--- src/rtl/axi4_selfcheck_master.sv ---
// AXI4 master traffic generator/checker: one INCR write burst of a seeded
// pattern, one INCR read burst of the same region, every read beat compared.
module axi4_selfcheck_master #(
  parameter int unsigned G_ADDR_WIDTH = 32,
  parameter int unsigned G_DATA_WIDTH = 512,
  parameter int unsigned G_ID_WIDTH   = 50,
  parameter int unsigned G_ID_VALUE   = 0,
  parameter int unsigned G_TIMEOUT    = 1024
) (
  input  logic                      clock,
  input  logic                      resetn,
  input  logic                      start,
  input  logic [G_ADDR_WIDTH-1:0]   base_addr,
  input  logic [7:0]                burst_len,
  input  logic [31:0]               seed,
  output logic                      busy,
  output logic                      done,
  output logic                      pass,
  output logic                      timeout,
  output logic [15:0]               error_count,
  output logic                      m_axi_awvalid,
  input  logic                      m_axi_awready,
  output logic [G_ID_WIDTH-1:0]     m_axi_awid,
  output logic [G_ADDR_WIDTH-1:0]   m_axi_awaddr,
  output logic [7:0]                m_axi_awlen,
  output logic [2:0]                m_axi_awsize,
  output logic [1:0]                m_axi_awburst,
  output logic                      m_axi_awlock,
  output logic [3:0]                m_axi_awcache,
  output logic [2:0]                m_axi_awprot,
  output logic [3:0]                m_axi_awqos,
  output logic                      m_axi_wvalid,
  input  logic                      m_axi_wready,
  output logic [G_DATA_WIDTH-1:0]   m_axi_wdata,
  output logic [G_DATA_WIDTH/8-1:0] m_axi_wstrb,
  output logic                      m_axi_wlast,
  output logic                      m_axi_bready,
  input  logic                      m_axi_bvalid,
  input  logic [G_ID_WIDTH-1:0]     m_axi_bid,
  input  logic [1:0]                m_axi_bresp,
  output logic                      m_axi_arvalid,
  input  logic                      m_axi_arready,
  output logic [G_ID_WIDTH-1:0]     m_axi_arid,
  output logic [G_ADDR_WIDTH-1:0]   m_axi_araddr,
  output logic [7:0]                m_axi_arlen,
  output logic [2:0]                m_axi_arsize,
  output logic [1:0]                m_axi_arburst,
  output logic                      m_axi_arlock,
  output logic [3:0]                m_axi_arcache,
  output logic [2:0]                m_axi_arprot,
  output logic [3:0]                m_axi_arqos,
  output logic                      m_axi_rready,
  input  logic                      m_axi_rvalid,
  input  logic [G_ID_WIDTH-1:0]     m_axi_rid,
  input  logic [G_DATA_WIDTH-1:0]   m_axi_rdata,
  input  logic [1:0]                m_axi_rresp,
  input  logic                      m_axi_rlast
);

  localparam int unsigned LANES  = G_DATA_WIDTH / 32;
  localparam int unsigned STRB_W = G_DATA_WIDTH / 8;
  localparam int unsigned SIZE   = $clog2(STRB_W);
  localparam int unsigned WD_W   = $clog2(G_TIMEOUT + 1);
  localparam logic [WD_W-1:0]         WD_LAST = WD_W'(G_TIMEOUT - 1);
  localparam logic [G_ID_WIDTH-1:0]   ID_VAL  = G_ID_WIDTH'(G_ID_VALUE);
  localparam logic [G_ADDR_WIDTH-1:0] LSB_MASK = G_ADDR_WIDTH'(STRB_W - 1);

  typedef enum logic [2:0] {S_IDLE, S_AW, S_W, S_B, S_AR, S_R, S_DONE} state_t;

  state_t                  state, state_nx;
  logic [G_ADDR_WIDTH-1:0] addr_q;
  logic [7:0]              len_q;
  logic [7:0]              beat_q;
  logic [31:0]             seed_q;
  logic [WD_W-1:0]         wdog_q;
  logic [15:0]             err_q;
  logic                    pass_q;
  logic                    timeout_q;

  logic                    hs;
  logic                    waiting;
  logic                    wd_expire;
  logic                    last_beat;
  logic                    pass_now;
  logic [2:0]              err_inc;
  logic [16:0]             err_sum;
  logic [15:0]             err_nx;
  logic [31:0]             pat_word;
  logic [G_DATA_WIDTH-1:0] pattern;

  assign pat_word  = seed_q + 32'(beat_q);
  assign pattern   = {LANES{pat_word}};
  assign last_beat = (beat_q == len_q);

  assign hs = (m_axi_awvalid && m_axi_awready) || (m_axi_wvalid && m_axi_wready) ||
              (m_axi_bready && m_axi_bvalid)   || (m_axi_arvalid && m_axi_arready) ||
              (m_axi_rready && m_axi_rvalid);
  assign waiting   = (state inside {S_AW, S_W, S_B, S_AR, S_R});
  assign wd_expire = waiting && !hs && (wdog_q == WD_LAST);

  // Up to four independent checks can fail on one read beat.
  always_comb begin
    err_inc = '0;
    if (state == S_B && m_axi_bvalid)
      err_inc = 3'((m_axi_bresp != 2'b00) || (m_axi_bid != ID_VAL));
    else if (state == S_R && m_axi_rvalid)
      err_inc = 3'(m_axi_rdata != pattern) + 3'(m_axi_rresp != 2'b00) +
                3'(m_axi_rid != ID_VAL) + 3'(m_axi_rlast != last_beat);
  end

  assign err_sum = {1'b0, err_q} + 17'(err_inc);
  assign err_nx  = err_sum[16] ? 16'hFFFF : err_sum[15:0];

  always_comb begin
    state_nx      = state;
    m_axi_awvalid = 1'b0;
    m_axi_wvalid  = 1'b0;
    m_axi_bready  = 1'b0;
    m_axi_arvalid = 1'b0;
    m_axi_rready  = 1'b0;
    unique case (state)
      S_IDLE: if (start) state_nx = S_AW;
      S_AW: begin
        m_axi_awvalid = 1'b1;
        if (m_axi_awready) state_nx = S_W;
      end
      S_W: begin
        m_axi_wvalid = 1'b1;
        if (m_axi_wready && last_beat) state_nx = S_B;
      end
      S_B: begin
        m_axi_bready = 1'b1;
        if (m_axi_bvalid) state_nx = S_AR;
      end
      S_AR: begin
        m_axi_arvalid = 1'b1;
        if (m_axi_arready) state_nx = S_R;
      end
      S_R: begin
        m_axi_rready = 1'b1;
        if (m_axi_rvalid && last_beat) state_nx = S_DONE;
      end
      S_DONE:  state_nx = S_IDLE;
      default: state_nx = S_IDLE;
    endcase
    if (wd_expire) state_nx = S_DONE;
  end

  always_ff @(posedge clock or negedge resetn) begin
    if (!resetn) begin
      state     <= S_IDLE;
      addr_q    <= '0;
      len_q     <= '0;
      seed_q    <= '0;
      beat_q    <= '0;
      wdog_q    <= '0;
      err_q     <= '0;
      pass_q    <= 1'b0;
      timeout_q <= 1'b0;
    end else begin
      state <= state_nx;
      err_q <= err_nx;
      wdog_q <= (waiting && !hs) ? wdog_q + 1'b1 : '0;
      if (wd_expire) timeout_q <= 1'b1;
      unique case (state)
        S_IDLE: if (start) begin
          addr_q    <= base_addr & ~LSB_MASK;
          len_q     <= burst_len;
          seed_q    <= seed;
          beat_q    <= '0;
          err_q     <= '0;
          pass_q    <= 1'b0;
          timeout_q <= 1'b0;
        end
        // The beat counter is reused for the read pass, so it wraps to 0 after the last write.
        S_W:    if (m_axi_wready) beat_q <= last_beat ? '0 : beat_q + 1'b1;
        S_R:    if (m_axi_rvalid) beat_q <= beat_q + 1'b1;
        S_DONE: pass_q <= pass_now;
        default: ;
      endcase
    end
  end

  assign pass_now    = (err_q == '0) && !timeout_q;
  assign busy        = (state != S_IDLE);
  assign done        = (state == S_DONE);
  assign pass        = done ? pass_now : pass_q;
  assign timeout     = timeout_q;
  assign error_count = err_q;

  assign m_axi_awid    = ID_VAL;
  assign m_axi_awaddr  = addr_q;
  assign m_axi_awlen   = len_q;
  assign m_axi_awsize  = 3'(SIZE);
  assign m_axi_awburst = 2'b01;
  assign m_axi_awlock  = 1'b0;
  assign m_axi_awcache = 4'b0011;
  assign m_axi_awprot  = '0;
  assign m_axi_awqos   = '0;

  assign m_axi_wdata = pattern;
  assign m_axi_wstrb = '1;
  assign m_axi_wlast = (state == S_W) && last_beat;

  assign m_axi_arid    = ID_VAL;
  assign m_axi_araddr  = addr_q;
  assign m_axi_arlen   = len_q;
  assign m_axi_arsize  = 3'(SIZE);
  assign m_axi_arburst = 2'b01;
  assign m_axi_arlock  = 1'b0;
  assign m_axi_arcache = 4'b0011;
  assign m_axi_arprot  = '0;
  assign m_axi_arqos   = '0;

endmodule

--- config.mk ---
export PLATFORM = sky130hd
export DESIGN_NAME = axi4_selfcheck_master
export DESIGN_NICKNAME = d
export VERILOG_FILES = /design/src/rtl/axi4_selfcheck_master.sv
export SDC_FILE = /design/constraint.sdc
export NUM_CORES = 1
export LEC_CHECK = 0
export BUFFER_PORTS_ARGS = -buffer_cell sky130_fd_sc_hd__buf_4
export CORE_AREA = 2 2 582 584
export CTS_CLUSTER_SIZE = 40
export DETAILED_ROUTE_END_ITERATION = 16
export DIE_AREA = 0 0 584 586
export PLACE_DENSITY_LB_ADDON = 0.12
export SLEW_MARGIN = 20
export SYNTH_ARGS = -nofsm -noshare
export SYNTH_HDL_FRONTEND = slang
export SYNTH_SLANG_ARGS = --single-unit
--- constraint.sdc ---
create_clock -name clock -period 9.8 [get_ports clock]
set_input_delay 0 -clock clock [delete_from_list [all_inputs] [get_ports clock]]
set_output_delay 0 -clock clock [all_outputs]
set_load 0.005 [all_outputs]
==> results.sh <==
export IMPL_status="finished, final reports clean"
export IMPL_drc_errors=0
export IMPL_worst_path_max_fanout=17
export IMPL_routabilityCongestion=0.763
export IMPL_yosys_warnings=0
export IMPL_core_area_um2=336000
export IMPL_ys_flop_type="dfrtp_1"
export IMPL_ys_seq_area_share_pct=15.8
export IMPL_setup_violations=0
export IMPL_clock_latency_ps=430
export IMPL_port_buffers=1296
export IMPL_cts_sinks=106
export IMPL_finalClockSkew_ps=28.2
export IMPL_critPathLaunchType="flop"
export IMPL_cp_end_kind="flop"
export IMPL_criticalPathCategory="flop to flop"
export IMPL_initial_utilization_pct=4.99
export IMPL_die_area_um2=342000
export IMPL_tns_ps=0
export IMPL_vias_per_cell=2.59
export IMPL_async_flop_share_pct=100
export IMPL_hold_end="error_count[15]"
export IMPL_clockRootBuffer="clkbuf_16"
export IMPL_multi_input_area_um2=9260
export IMPL_r2r_cells=26
export IMPL_nFillCells=39500
export IMPL_routed_wl_mm=174
export IMPL_fp_dieH_um=586
export IMPL_overflow=0
export IMPL_pin_count=1513
export IMPL_slew_headroom_pct=32.9
export IMPL_min_from="start"
export IMPL_r2r_end="error_count[1]"
export IMPL_cts_buffers=9
export IMPL_wl_per_cell_um=23.2
export IMPL_drt_iter0_drc=942
export IMPL_dp_cells=7403
export IMPL_drtPass1Iterations=5
export IMPL_hold_path_class="input port to flop"
export IMPL_critPathArrivalTime_ps=9110
export IMPL_regArea_um2=2650
export IMPL_grt_max_degree=62
export IMPL_clk_pin_slew_ps=110
export IMPL_syn_area_um2=16700
export IMPL_syn_to_final_growth_pct=73.4
export IMPL_final_antenna_net_count=0
export IMPL_period_minus_slack_ps=8840
export IMPL_cts_tree="yes"
export IMPL_grt_pass1_vias=18700
export IMPL_reg2reg_from="beat_q[4]"
export IMPL_rsz0062_at_grt="false"
export IMPL_powerDensity_nw_per_um2=223
export IMPL_fp_dieW_um=584
export IMPL_avgSynthCellArea_um2=7.68
export IMPL_reg2reg_slack_ps=960
export IMPL_hold_depth=4
export IMPL_ys_types=88
export IMPL_hold_viol_final=0
export IMPL_finalNonFillerCells=7509
export IMPL_irDropWorstVdd_v=0.000124
export IMPL_cp_required_ps=10070
export IMPL_fin_nets=3790
export IMPL_max_freq_mhz=113
export IMPL_tightest_slew_ps=997
export IMPL_finalCritPeriodShare_pct=90.2
export IMPL_slew_viol_final=0
export IMPL_grt_use_total_pct=9.54
export IMPL_syn_inst=2179
export IMPL_clock_path_buffers=2
export IMPL_synth_edf_count=0
export IMPL_synth_ff_latch_count=106
export IMPL_cap_violations=0
export IMPL_antenna_found_initial=117
export IMPL_p_leak_uw=0.0117
export IMPL_grt_pass1_wl_mm=210
export IMPL_drive_gt1_share_pct=49.6
export IMPL_htreeDepth=3
export IMPL_dp_hpwl_mm=158
export IMPL_dr_total_vias=19400
export IMPL_fp_row_count=213
==> area by class of cell <==
type,count,area share (%)
Sequential cell,106,9.13
Inverter,42,0.543
Multi-Input combinational cell,1461,31.9
Timing Repair Buffer,1455,38.2
Antenna cell,22,0.190
Clock buffer,10,0.823
Clock inverter,6,0.220
Tap cell,4407,19.0
==> layer usage <==
| metal | track usage [%] | share of wire, % |
|---|---|---|
| met1 | 10.7 | 38 |
| met2 | 18.8 | 54 |
| met4 | 1.09 | 1.6 |
| met5 | 0 | 0.10 |
| met3 | 1.85 | 6.0 |
==> report_power, final <==
part | switching, uW | internal [uW]
logic | 2650 | 2450
registers | 335 | 595
clock network | 250 | 189
total | 3240 | 3230
==> per-stage QoR <==
step	worst slack [ps]	cell area [um2]	total power (uW)	util [%]	hold WS [ps]
6_report	959	29000	6470	8.65	88.0
2_1_floorplan	3240	17500	3940	-	-296
4_1_cts	641	29000	6790	8.63	51.9
3_5_place_dp	650	28000	6260	8.34	114
5_1_grt	267	29000	7000	8.64	101
3_3_place_gp	584	28000	6300	8.33	115
==> how the worst max path moves through the flow <==
| stage | end | start | depth (start not counted) | slack, ps |
|---|---|---|---|---|
| final | error_count[1] | beat_q[4] | 26 | 960 |
| after global routing | error_count[11] | beat_q[4] | 26 | 270 |
| after CTS | error_count[1] | beat_q[4] | 26 | 640 |
| after detailed placement | error_count[1] | beat_q[4] | 26 | 650 |
| after floorplan | error_count[10] | beat_q[2] | 22 | 3240 |
| after global placement | error_count[1] | beat_q[0] | 28 | 580 |
==> cells in the final DEF (no fill, tap or decap), drive strengths merged, types with 9 or more instances in the layout <==
cell type,n
nor3b,11
dfrtp,106
a211oi,12
nor2,125
clkbuf,10
nor3,74
inv,45
xnor2,38
o21ai,70
or4,41
a2111oi,14
mux2i,30
a31oi,23
o22ai,20
mux2,68
dlygate4sd3,68
and3,38
and4,13
a21oi,69
nor2b,9
nor4,99
ha,15
diode,22
nand4,95
nand2,105
nand3,83
and2,10
o211ai,10
or3,18
xor2,35
buf,1387
conb,210
nand2b,11
==> cells in the mapped netlist, drive strengths merged (10+ instances only) <==
cell type  instances  area, um2
buf              744       5540
nor2             125        472
dfrtp            106       2650
nand2            105        394
nor4              99        626
nand4             95        616
nand3             83        415
nor3              74        375
o21ai             70        350
a21oi             69        353
mux2              68        766
or4               41        312
inv               40        150
and3              38        238
xnor2             38        340
xor2              35        307
clkbuf            34        128
mux2i             30        300
a31oi             23        144
o22ai             20        125
or3               18        113
ha                15        188
a2111oi           14        179
and4              13        114
a211oi            12        128
nand2b            11       68.8
nor3b             11       82.6
and2              10       62.6
o211ai            10       75.1
==> what timing repair did <==
item,CTS,global route
gates resized for setup,0,0
hold buffers,68,0
setup buffers,0,0
endpoints found under the hold margin,127,0
setup endpoints to repair,0,0
==> logic make-up (layout without fill, tap and decap cells) <==
| kind of cell | after synthesis | count (layout) | share of synthesized area (%) |
|---|---|---|---|
| AOI/OAI and AO/OA | 301 | 301 | 12.5 |
| xor gates and xnor gates | 73 | 73 | 3.86 |
| adders and majority gates | 18 | 18 | 1.48 |
| buffers and inverters | 820 | 1513 | 34.8 |
| DFF | 106 | 106 | 15.8 |
| muxes | 100 | 100 | 6.64 |
| other | 2 | 232 | 0.0449 |
| and+or+nand+nor | 759 | 759 | 24.9 |
==> flip-flops by register name, summed over array words and instances (netlist names) <==
name,cells
m_axi_arlen,8
beat_q,8
timeout,1
wdog_q,11
m_axi_araddr,26
state,3
pass_q,1
error_count,16
seed_q,32
==> worst max-delay path, cell delays in order, from the launching register on <==
cell	delay, ps
dfrtp_1	480
ha_1	420
a21oi_2	650
o22ai_1	390
nor2_2	200
buf_4	250
a2bb2oi_2	660
inv_1	500
o21ai_0	390
buf_4	210
o2111ai_1	310
nor4_1	410
and4_1	290
nand4_1	250
buf_4	310
fa_1	490
ha_1	310
nand2_1	70
o21ai_0	90
ha_1	250
fa_1	410
and2_1	170
o2111ai_1	260
nor2_1	140
inv_1	100
or3_1	480
a21oi_1	140
(Power assumes the default switching activity.)
